File: config.mk
export PLATFORM = sky130hd
export DESIGN_NAME = qkv_tile_reader
export DESIGN_NICKNAME = d
export VERILOG_FILES = /design/src/rtl/qkv_tile_reader.sv
export SDC_FILE = /design/constraint.sdc
export NUM_CORES = 1
export LEC_CHECK = 0
export CAP_MARGIN = 20
export CORE_MARGIN = 2
export CORE_UTILIZATION = 28
export CTS_BUF_LIST = sky130_fd_sc_hd__clkbuf_16
export DETAILED_ROUTE_END_ITERATION = 6
export DONT_BUFFER_PORTS = 1
export GPL_TIMING_DRIVEN = 0
export HOLD_SLACK_MARGIN = 0.03
export MAX_ROUTING_LAYER = met4
export SLEW_MARGIN = 20
export SYNTH_ARGS = -nofsm -noshare
export SYNTH_HDL_FRONTEND = slang
export SYNTH_SLANG_ARGS = --single-unit
File: constraint.sdc
create_clock -name clk -period 3.3 [get_ports clk]
set_input_delay 0.165 -clock clk [delete_from_list [all_inputs] [get_ports clk]]
set_output_delay 0.165 -clock clk [all_outputs]
set_load 0.01 [all_outputs]
File: src/rtl/qkv_tile_reader.sv
// qkv_tile_reader
//   Reads one tile (NUM_READS_PER_TILE rows) from port B of the Q/K/V buffer
//   BRAM at strided addresses. The BRAM read latency is absorbed by a small
//   credit-controlled FIFO, and rows are streamed out over valid/ready with a
//   last-beat marker.
//
// Ports
//   clk, rst_n          clock, asynchronous active-low reset
//   start_read          one-cycle pulse, starts a tile read when idle
//   reset_tile_counter  clears the tile counter (honoured only when idle)
//   enb, addrb          BRAM port-B read strobe and address
//   doutb               BRAM port-B data, valid READ_LATENCY cycles after enb
//   m_valid/m_ready     output row handshake
//   m_data, m_last      output row and final-row marker (FIFO head)
//   busy, read_done     tile in progress / one-cycle completion pulse
//   tile_idx            tile counter, used as the next tile base address
module qkv_tile_reader #(
    parameter int unsigned DATA_WIDTH         = 256,
    parameter int unsigned ADDR_WIDTH         = 16,
    parameter int unsigned NUM_READS_PER_TILE = 16,
    parameter int unsigned ADDR_STRIDE        = 23,
    parameter int unsigned READ_LATENCY       = 1,
    parameter int unsigned FIFO_DEPTH         = 4
) (
    input  logic                  clk,
    input  logic                  rst_n,
    input  logic                  start_read,
    input  logic                  reset_tile_counter,
    output logic                  enb,
    output logic [ADDR_WIDTH-1:0] addrb,
    input  logic [DATA_WIDTH-1:0] doutb,
    output logic                  m_valid,
    input  logic                  m_ready,
    output logic [DATA_WIDTH-1:0] m_data,
    output logic                  m_last,
    output logic                  busy,
    output logic                  read_done,
    output logic [ADDR_WIDTH-1:0] tile_idx
);

    localparam int unsigned RW = $clog2(NUM_READS_PER_TILE);
    localparam int unsigned PW = (FIFO_DEPTH > 1) ? $clog2(FIFO_DEPTH) : 1;
    localparam int unsigned CW = $clog2(FIFO_DEPTH + 1);

    localparam logic [ADDR_WIDTH-1:0] STRIDE_A   = ADDR_WIDTH'(ADDR_STRIDE);
    localparam logic [ADDR_WIDTH-1:0] TILE_MAX   = ADDR_WIDTH'(ADDR_STRIDE - 1);
    localparam logic [RW-1:0]         LAST_ROW   = RW'(NUM_READS_PER_TILE - 1);
    localparam logic [PW-1:0]         PTR_MAX    = PW'(FIFO_DEPTH - 1);
    localparam logic [CW:0]           DEPTH_C    = (CW + 1)'(FIFO_DEPTH);

    typedef enum logic [1:0] {IDLE, ISSUE, DRAIN, DONE} state_e;

    state_e                  state_q, state_d;
    logic [RW-1:0]           row_cnt_q;
    logic [ADDR_WIDTH-1:0]   cur_addr_q;   // address of the next row to issue
    logic [ADDR_WIDTH-1:0]   last_addr_q;  // address of the last issued row
    logic [ADDR_WIDTH-1:0]   tile_idx_q;

    logic [READ_LATENCY-1:0] infl_vld_q;
    logic [READ_LATENCY-1:0] infl_last_q;

    logic [DATA_WIDTH:0]     fifo_mem_q [FIFO_DEPTH];
    logic [PW-1:0]           wr_ptr_q, rd_ptr_q;
    logic [CW-1:0]           fifo_cnt_q;

    logic                    issue;
    logic                    row_last;
    logic                    credit_ok;
    logic [CW-1:0]           infl_cnt;
    logic                    fifo_wr;
    logic                    pop;
    logic                    last_pop;

    // ------------------------------------------------------------------
    // Credit check: reads in flight plus rows already buffered must leave
    // room, so every returning row is guaranteed a FIFO slot.
    // ------------------------------------------------------------------
    always_comb begin
        infl_cnt = '0;
        for (int unsigned i = 0; i < READ_LATENCY; i++) begin
            infl_cnt = infl_cnt + CW'(infl_vld_q[i]);
        end
    end

    assign credit_ok = ((CW + 1)'(infl_cnt) + (CW + 1)'(fifo_cnt_q)) < DEPTH_C;
    assign row_last  = (row_cnt_q == LAST_ROW);

    assign fifo_wr   = infl_vld_q[READ_LATENCY-1];
    assign m_valid   = (fifo_cnt_q != '0);
    assign m_data    = fifo_mem_q[rd_ptr_q][DATA_WIDTH-1:0];
    assign m_last    = fifo_mem_q[rd_ptr_q][DATA_WIDTH];
    assign pop       = m_valid && m_ready;
    assign last_pop  = pop && m_last;

    assign enb       = issue;
    assign addrb     = issue ? cur_addr_q : last_addr_q;
    assign tile_idx  = tile_idx_q;

    // ------------------------------------------------------------------
    // FSM: state register / next state / outputs
    // ------------------------------------------------------------------
    always_ff @(posedge clk or negedge rst_n) begin
        if (!rst_n) begin
            state_q <= IDLE;
        end else begin
            state_q <= state_d;
        end
    end

    always_comb begin
        state_d = state_q;
        unique case (state_q)
            IDLE:  if (start_read)          state_d = ISSUE;
            ISSUE: if (issue && row_last)   state_d = DRAIN;
            DRAIN: if (last_pop)            state_d = DONE;
            DONE:                           state_d = IDLE;
            default:                        state_d = IDLE;
        endcase
    end

    always_comb begin
        busy      = 1'b0;
        read_done = 1'b0;
        issue     = 1'b0;
        unique case (state_q)
            ISSUE: begin
                busy  = 1'b1;
                issue = credit_ok;
            end
            DRAIN:   busy      = 1'b1;
            DONE:    read_done = 1'b1;
            default: ;
        endcase
    end

    // ------------------------------------------------------------------
    // Address generation and tile counter. The strided address is kept as
    // a running sum, so no multiplier is needed.
    // ------------------------------------------------------------------
    always_ff @(posedge clk or negedge rst_n) begin
        if (!rst_n) begin
            row_cnt_q   <= '0;
            cur_addr_q  <= '0;
            last_addr_q <= '0;
            tile_idx_q  <= '0;
        end else begin
            if (state_q == IDLE) begin
                if (start_read) begin
                    row_cnt_q  <= '0;
                    cur_addr_q <= reset_tile_counter ? '0 : tile_idx_q;
                    if (reset_tile_counter) begin
                        tile_idx_q <= '0;
                    end
                end else if (reset_tile_counter) begin
                    tile_idx_q <= '0;
                end
            end
            if (issue) begin
                last_addr_q <= cur_addr_q;
                cur_addr_q  <= cur_addr_q + STRIDE_A;
                row_cnt_q   <= row_cnt_q + RW'(1);
            end
            if ((state_q == DRAIN) && last_pop) begin
                tile_idx_q <= (tile_idx_q == TILE_MAX) ? '0 : tile_idx_q + ADDR_WIDTH'(1);
            end
        end
    end

    // ------------------------------------------------------------------
    // In-flight flags track each issued read until its data returns.
    // ------------------------------------------------------------------
    always_ff @(posedge clk or negedge rst_n) begin
        if (!rst_n) begin
            infl_vld_q  <= '0;
            infl_last_q <= '0;
        end else begin
            infl_vld_q[0]  <= issue;
            infl_last_q[0] <= issue && row_last;
            for (int unsigned i = 1; i < READ_LATENCY; i++) begin
                infl_vld_q[i]  <= infl_vld_q[i-1];
                infl_last_q[i] <= infl_last_q[i-1];
            end
        end
    end

    // ------------------------------------------------------------------
    // Output FIFO: {last, data} per entry. Storage is cleared on reset so
    // m_data/m_last come up as zero.
    // ------------------------------------------------------------------
    always_ff @(posedge clk or negedge rst_n) begin
        if (!rst_n) begin
            for (int unsigned i = 0; i < FIFO_DEPTH; i++) begin
                fifo_mem_q[i] <= '0;
            end
            wr_ptr_q   <= '0;
            rd_ptr_q   <= '0;
            fifo_cnt_q <= '0;
        end else begin
            if (fifo_wr) begin
                fifo_mem_q[wr_ptr_q] <= {infl_last_q[READ_LATENCY-1], doutb};
                wr_ptr_q <= (wr_ptr_q == PTR_MAX) ? '0 : wr_ptr_q + PW'(1);
            end
            if (pop) begin
                rd_ptr_q <= (rd_ptr_q == PTR_MAX) ? '0 : rd_ptr_q + PW'(1);
            end
            unique case ({fifo_wr, pop})
                2'b10:   fifo_cnt_q <= fifo_cnt_q + CW'(1);
                2'b01:   fifo_cnt_q <= fifo_cnt_q - CW'(1);
                default: fifo_cnt_q <= fifo_cnt_q;
            endcase
        end
    end

    a_no_fifo_overflow: assert property (
        @(posedge clk) disable iff (!rst_n)
        !(fifo_wr && !pop && (fifo_cnt_q == CW'(FIFO_DEPTH)))
    );

endmodule

---- Word level (Yosys, flattened, before mapping) ----
Cells that the tools add are included.
storage, ports and cells
  register bits after elaboration ......... 1091
  latch bits .............................. 0
  RAM bits ................................ 0
  bits in read-only memories .............. 0
  output and inout port bits .............. 293
  logic and storage cells ................. 81
  memories ................................ 0
cells by class
  $add $sub $neg .......................... 8
  multiply operators ...................... 0
  divide/modulo/power cells ............... 0
  order comparisons ....................... 4
  equal/unequal tests ..................... 12
  shifts and indexed selects .............. 0
  mux-type cells .......................... 27
  bitwise gates (word level) .............. 2
  reduce and logical (&&, ||, !) cells .... 14
operators with widths
  cell                                                        count
  bitwise mux 1028 bit                                        1
  two-way mux 257 bit                                         3
  binary-select mux 257 bit (select 2 bit)                    1
  demux 257 bit (select 2 bit)                                1
  two-way mux 16 bit                                          8
  adder 16 x 1 -> 16 bit, second input constant               1
  adder 16 x 5 -> 16 bit, second input constant               1
  equality test 16 x 5 -> 1 bit, second input constant        1
  two-way mux 4 bit                                           3
  equality test 2 bit, second input constant                  5
  two-way mux 2 bit                                           5
  case mux 2 bit (4 select lines)                             1
  nonzero test 2 bit                                          4
  >= comparator 3 bit, second input constant                  2
  inequality test 2 bit, second input constant                3
  inverter 2 -> 3 bit                                         2
  case mux 3 bit (2 select lines)                             1
  logical AND 1 bit                                           5
  adder 1 x 3 -> 4 bit                                        1
  adder 2 x 1 -> 2 bit, second input constant                 2
  adder 4 x 1 -> 4 bit, second input constant                 1
  equality test 2 x 1 -> 1 bit, second input constant         2
  equality test 4 bit, second input constant                  1
  less-than comparator 4 x 3 -> 1 bit, second input constant  1
  9 further kinds                                             11

---- Depth between registers and ports, before layout ----
  word-level depth ........................ 7
  depth in mapped cells ................... 8

---- Worst setup path before layout ----
No wires, ideal clock.
  kind .................................... register -> output
  start point ............................. register rd_ptr_q[0]
  end point ............................... output m_data[238]
  data arrival time ....................... 1887 ps
  required time ........................... 3135 ps
  slack ................................... 1248 ps
  stages on the path, launching flop included .. 5
  path through ............................ dfrtp_1 > buf_4 > clkbuf_1 > buf_2 > mux4_2
between the ends
  word-level cells in the longest chain between the ends .. 4
RTL lines
  element                                    line  RTL
  start, declared                            63    logic [PW-1:0] wr_ptr_q, rd_ptr_q;
  start signal, assigned                     204   rd_ptr_q <= (rd_ptr_q == PTR_MAX) ? '0 : rd_ptr_q + PW'(1);
  inverter 2 -> 3 bit (implied by the code)  90    assign m_data = fifo_mem_q[rd_ptr_q][DATA_WIDTH-1:0];
  binary-select mux 257 bit (select 2 bit)   90
  two-way mux 257 bit (2 in a row)           --
  end, declared                              34    output logic [DATA_WIDTH-1:0] m_data,
No other way between the ends. The select of a mux whose other input is x is not followed.

---- Final worst setup path ----
  start point ............................. register rd_ptr_q[0]
  end point ............................... output m_data[195]
Same word-level chain as after synthesis.

==> flow_metrics.env <==
export IMPL_status="finished with violations"
export IMPL_failed_checks="negative hold slack"
export IMPL_syn_nets=3123
export IMPL_power_total_uw=58500
export IMPL_globalRouteOverflowTotal=0
export IMPL_critPathLaunchType="register"
export IMPL_die_width_um=414
export IMPL_post_dp_hpwl_mm=86.9
export IMPL_drive_above_1_share=0.453
export IMPL_placementRows=150
export IMPL_finalSetupTns_ps=0
export IMPL_yosysWarnings=0
export IMPL_fillers=16100
export IMPL_multi_input_area_mm2=0.0189
export IMPL_cpPeakStageDelay_ps=630
export IMPL_drc=0
export IMPL_wl_per_cell_um=22.9
export IMPL_die_h_um=414
export IMPL_drt_total_wl_mm=127
export IMPL_grt_pass1_wl_mm=189
export IMPL_clkSinkCount=1091
export IMPL_io_buffers=0
export IMPL_final_common_cell="dfrtp_1"
export IMPL_powerDensity_mw_per_mm2=1030
export IMPL_cts_buffers_inserted=120
export IMPL_synth_main_ff_cell="dfrtp_1"
export IMPL_synth_edf_count=0
export IMPL_maxCapViolCount=0
export IMPL_grt_max_degree=1092
export IMPL_critPathTopFamily="buffers and inverters"
export IMPL_drt_pass1_iterations=6
export IMPL_p_leak_uw=0.0230
export IMPL_core_mm2=0.167
export IMPL_io_pins=554
export IMPL_crit_buf_inv=3
export IMPL_hold_ws_ps=-886
export IMPL_avgSynthCellArea_um2=16.5
export IMPL_fin_skew_ps=37.1
export IMPL_cp_slowest_cell="mux4_2"
export IMPL_clockRootBuffer="clkbuf_16"
export IMPL_cts_clk_slew_worst_paths_ps=60
export IMPL_cts_tree="built"
export IMPL_path_max_fanout=10
export IMPL_setup_violations=0
export IMPL_worstMarginPinSlew_ps=1040
export IMPL_antenna_found_initial=32
export IMPL_vdd_ir_drop_worst_uv=627
export IMPL_ctsHoldBuffers=259
export IMPL_relSlewSlack=0.310
export IMPL_area_growth_pct=20.3
export IMPL_cp_required_ps=3130
export IMPL_start_util=0.282
export IMPL_synth_seq_cells=1091
export IMPL_layout_common_cells="dfrtp_1 (1,091), mux2_2 (1,031), dlygate4sd3_1 (259), mux4_2 (257)"
export IMPL_cp_data_arrival_time_ps=2930
export IMPL_netlist_area_mm2=0.0470
export IMPL_rsz0062_at_grt="false"
export IMPL_crit_path_cell_trace="buf_4, clkbuf_2, clkdlybuf4s15_2, mux4_2"
export IMPL_dr_total_vias=26400
export IMPL_place_area_mm2=0.0498
export IMPL_cts_path_max_buffers=3
export IMPL_fmaxAchievable_ghz=0.323
export IMPL_postSynthCellCount=2847
export IMPL_maxSlewViolCount=0
export IMPL_synth_cell_type_count=55
export IMPL_drt_iter0_drc=1512
export IMPL_hold_path_class="in2async"
export IMPL_area_sequential_mm2=0.0273
export IMPL_worstSetupPathType="reg2out"
export IMPL_design_area_mm2=0.0566
export IMPL_clock_latency_ps=750
export IMPL_final_nets=3511
export IMPL_grtUsageTotal=0.152
export IMPL_h_tree_depth=3
export IMPL_synth_seq_area_share=0.580
export IMPL_finalHoldViolations=159
export IMPL_r2r_setup_slack_ps=290
export IMPL_viasPerCell=4.75
export IMPL_globalplace_congestion=0.806
export IMPL_grt_pass1_vias=28600
export IMPL_finalCriticalPeriod_ps=3090
export IMPL_post_cts_buffers=0
export IMPL_synthArstFlopShare=1.00
export IMPL_period_share=0.937
export IMPL_ant_nets=0
export IMPL_end_kind="output pin"
export IMPL_dieArea_mm2=0.171
[metrics by stage]
stage                     hold WS (ps)  worst slack (ps)   util  instances
after floorplan                   -131              1250      -       2847
after global placement            -110              -230  0.298       5051
after detailed placement          -106             -23.4  0.298       5053
after CTS                         -959              3.91  0.337       5533
after global routing              -960              4.14  0.339       5565
final                             -886               207  0.339       5565
[worst reg2reg max path: cells and delay by family, from the launching register on]
family	cells	cell delay, ps
flip-flops	1	370
buffers and inverters	3	1640
adder cells (fa/ha/maj)	1	180
multiplexers	1	420
AND/OR/NAND/NOR	1	290
[kinds of logic (layout without fill, tap and decap cells)]
logic type	after synthesis	count (layout)	synth area share
compound gates	88	88	0.0117
xor+xnor	6	6	0.00112
fa+ha+maj	15	15	0.00415
buf+inv	202	691	0.0167
flops	1091	1091	0.580
mux	1289	1289	0.370
other cells	0	25	0
simple gates	156	156	0.0157
[final timing paths]
check	from	end	cells after the start
setup / recovery	rd_ptr_q[0]	m_data[195]	4
hold / removal	rst_n	fifo_mem_q[82]	0
setup reg to reg	wr_ptr_q[1]	fifo_mem_q[626]	6
hold reg to reg	fifo_mem_q[498]	fifo_mem_q[498]	1
max in group asynchronous	rst_n	last_addr_q[11]	4
min in group clk	doutb[169]	fifo_mem_q[683]	2
[area by class of cell]
cell class	count	share of cell area
inverters	18	0.00119
clock inverters	102	0.0149
flip-flops and latches	1091	0.482
clock buffers	121	0.0535
multi-input cells	1554	0.335
well taps	2204	0.0487
plain buffers	182	0.0138
repair buffers	268	0.0497
diodes	25	0.00111
[per-layer routing]
metal	global-route usage	vias to the layer above	routed length (um)
met5	-	-	0
met4	0.0544	0	4430
met3	0.0370	216	6630
met2	0.249	536	63900
met1	0.182	14100	52500
li1	-	11500	-
[state kept, by name, summed over array words and instances, names as in the netlist]
| signal | flops |
|---|---|
| fifo_mem_q | 1028 |
| cur_addr_q | 16 |
| last_addr_q | 16 |
| tile_idx | 16 |
| row_cnt_q | 4 |
| fifo_cnt_q | 3 |
| rd_ptr_q | 2 |
| state_q | 2 |
| wr_ptr_q | 2 |
| fifo_wr | 1 |
| infl_last_q | 1 |
[Yosys cell counts, types with 2 or more instances]
cell type	instances	area (um^2)
ha_1	14	175
a31oi_1	7	43.8
dfrtp_1	1091	27300
and2_1	2	12.5
o21ai_1	2	10.0
nor2_1	15	56.3
a311oi_1	3	26.3
xor2_1	5	43.8
mux2_2	1031	11600
o21ai_0	24	120
clkbuf_1	145	544
or3_1	10	62.6
a21oi_1	24	120
o22ai_1	2	12.5
mux4_2	257	5790
inv_1	17	63.8
o211ai_1	3	22.5
a221oi_1	3	26.3
buf_1	18	67.6
a221o_1	2	20.0
or4_1	3	22.5
a22oi_1	2	15.0
nand3_1	28	140
o311ai_0	2	17.5
a211oi_1	2	15.0
nor3_1	4	20.0
nor3b_1	4	30.0
nand2b_1	3	18.8
and3_1	6	37.5
nand2_1	73	274
o2bb2ai_1	2	17.5
buf_2	20	100
[timing repair]
item                                    4_1_cts  5_1_grt
gates resized for setup                      35        6
endpoints found under the setup margin      273       12
endpoints found under the hold margin      2136      159
[power breakdown]
part	switching, uW	internal, uW	leakage (uW)	total [uW]
clock	5680	7510	0.00199	13200
combinational	10900	11300	0.00819	22200
sequential	3090	20100	0.0128	23200
(Power assumes the default switching activity.)
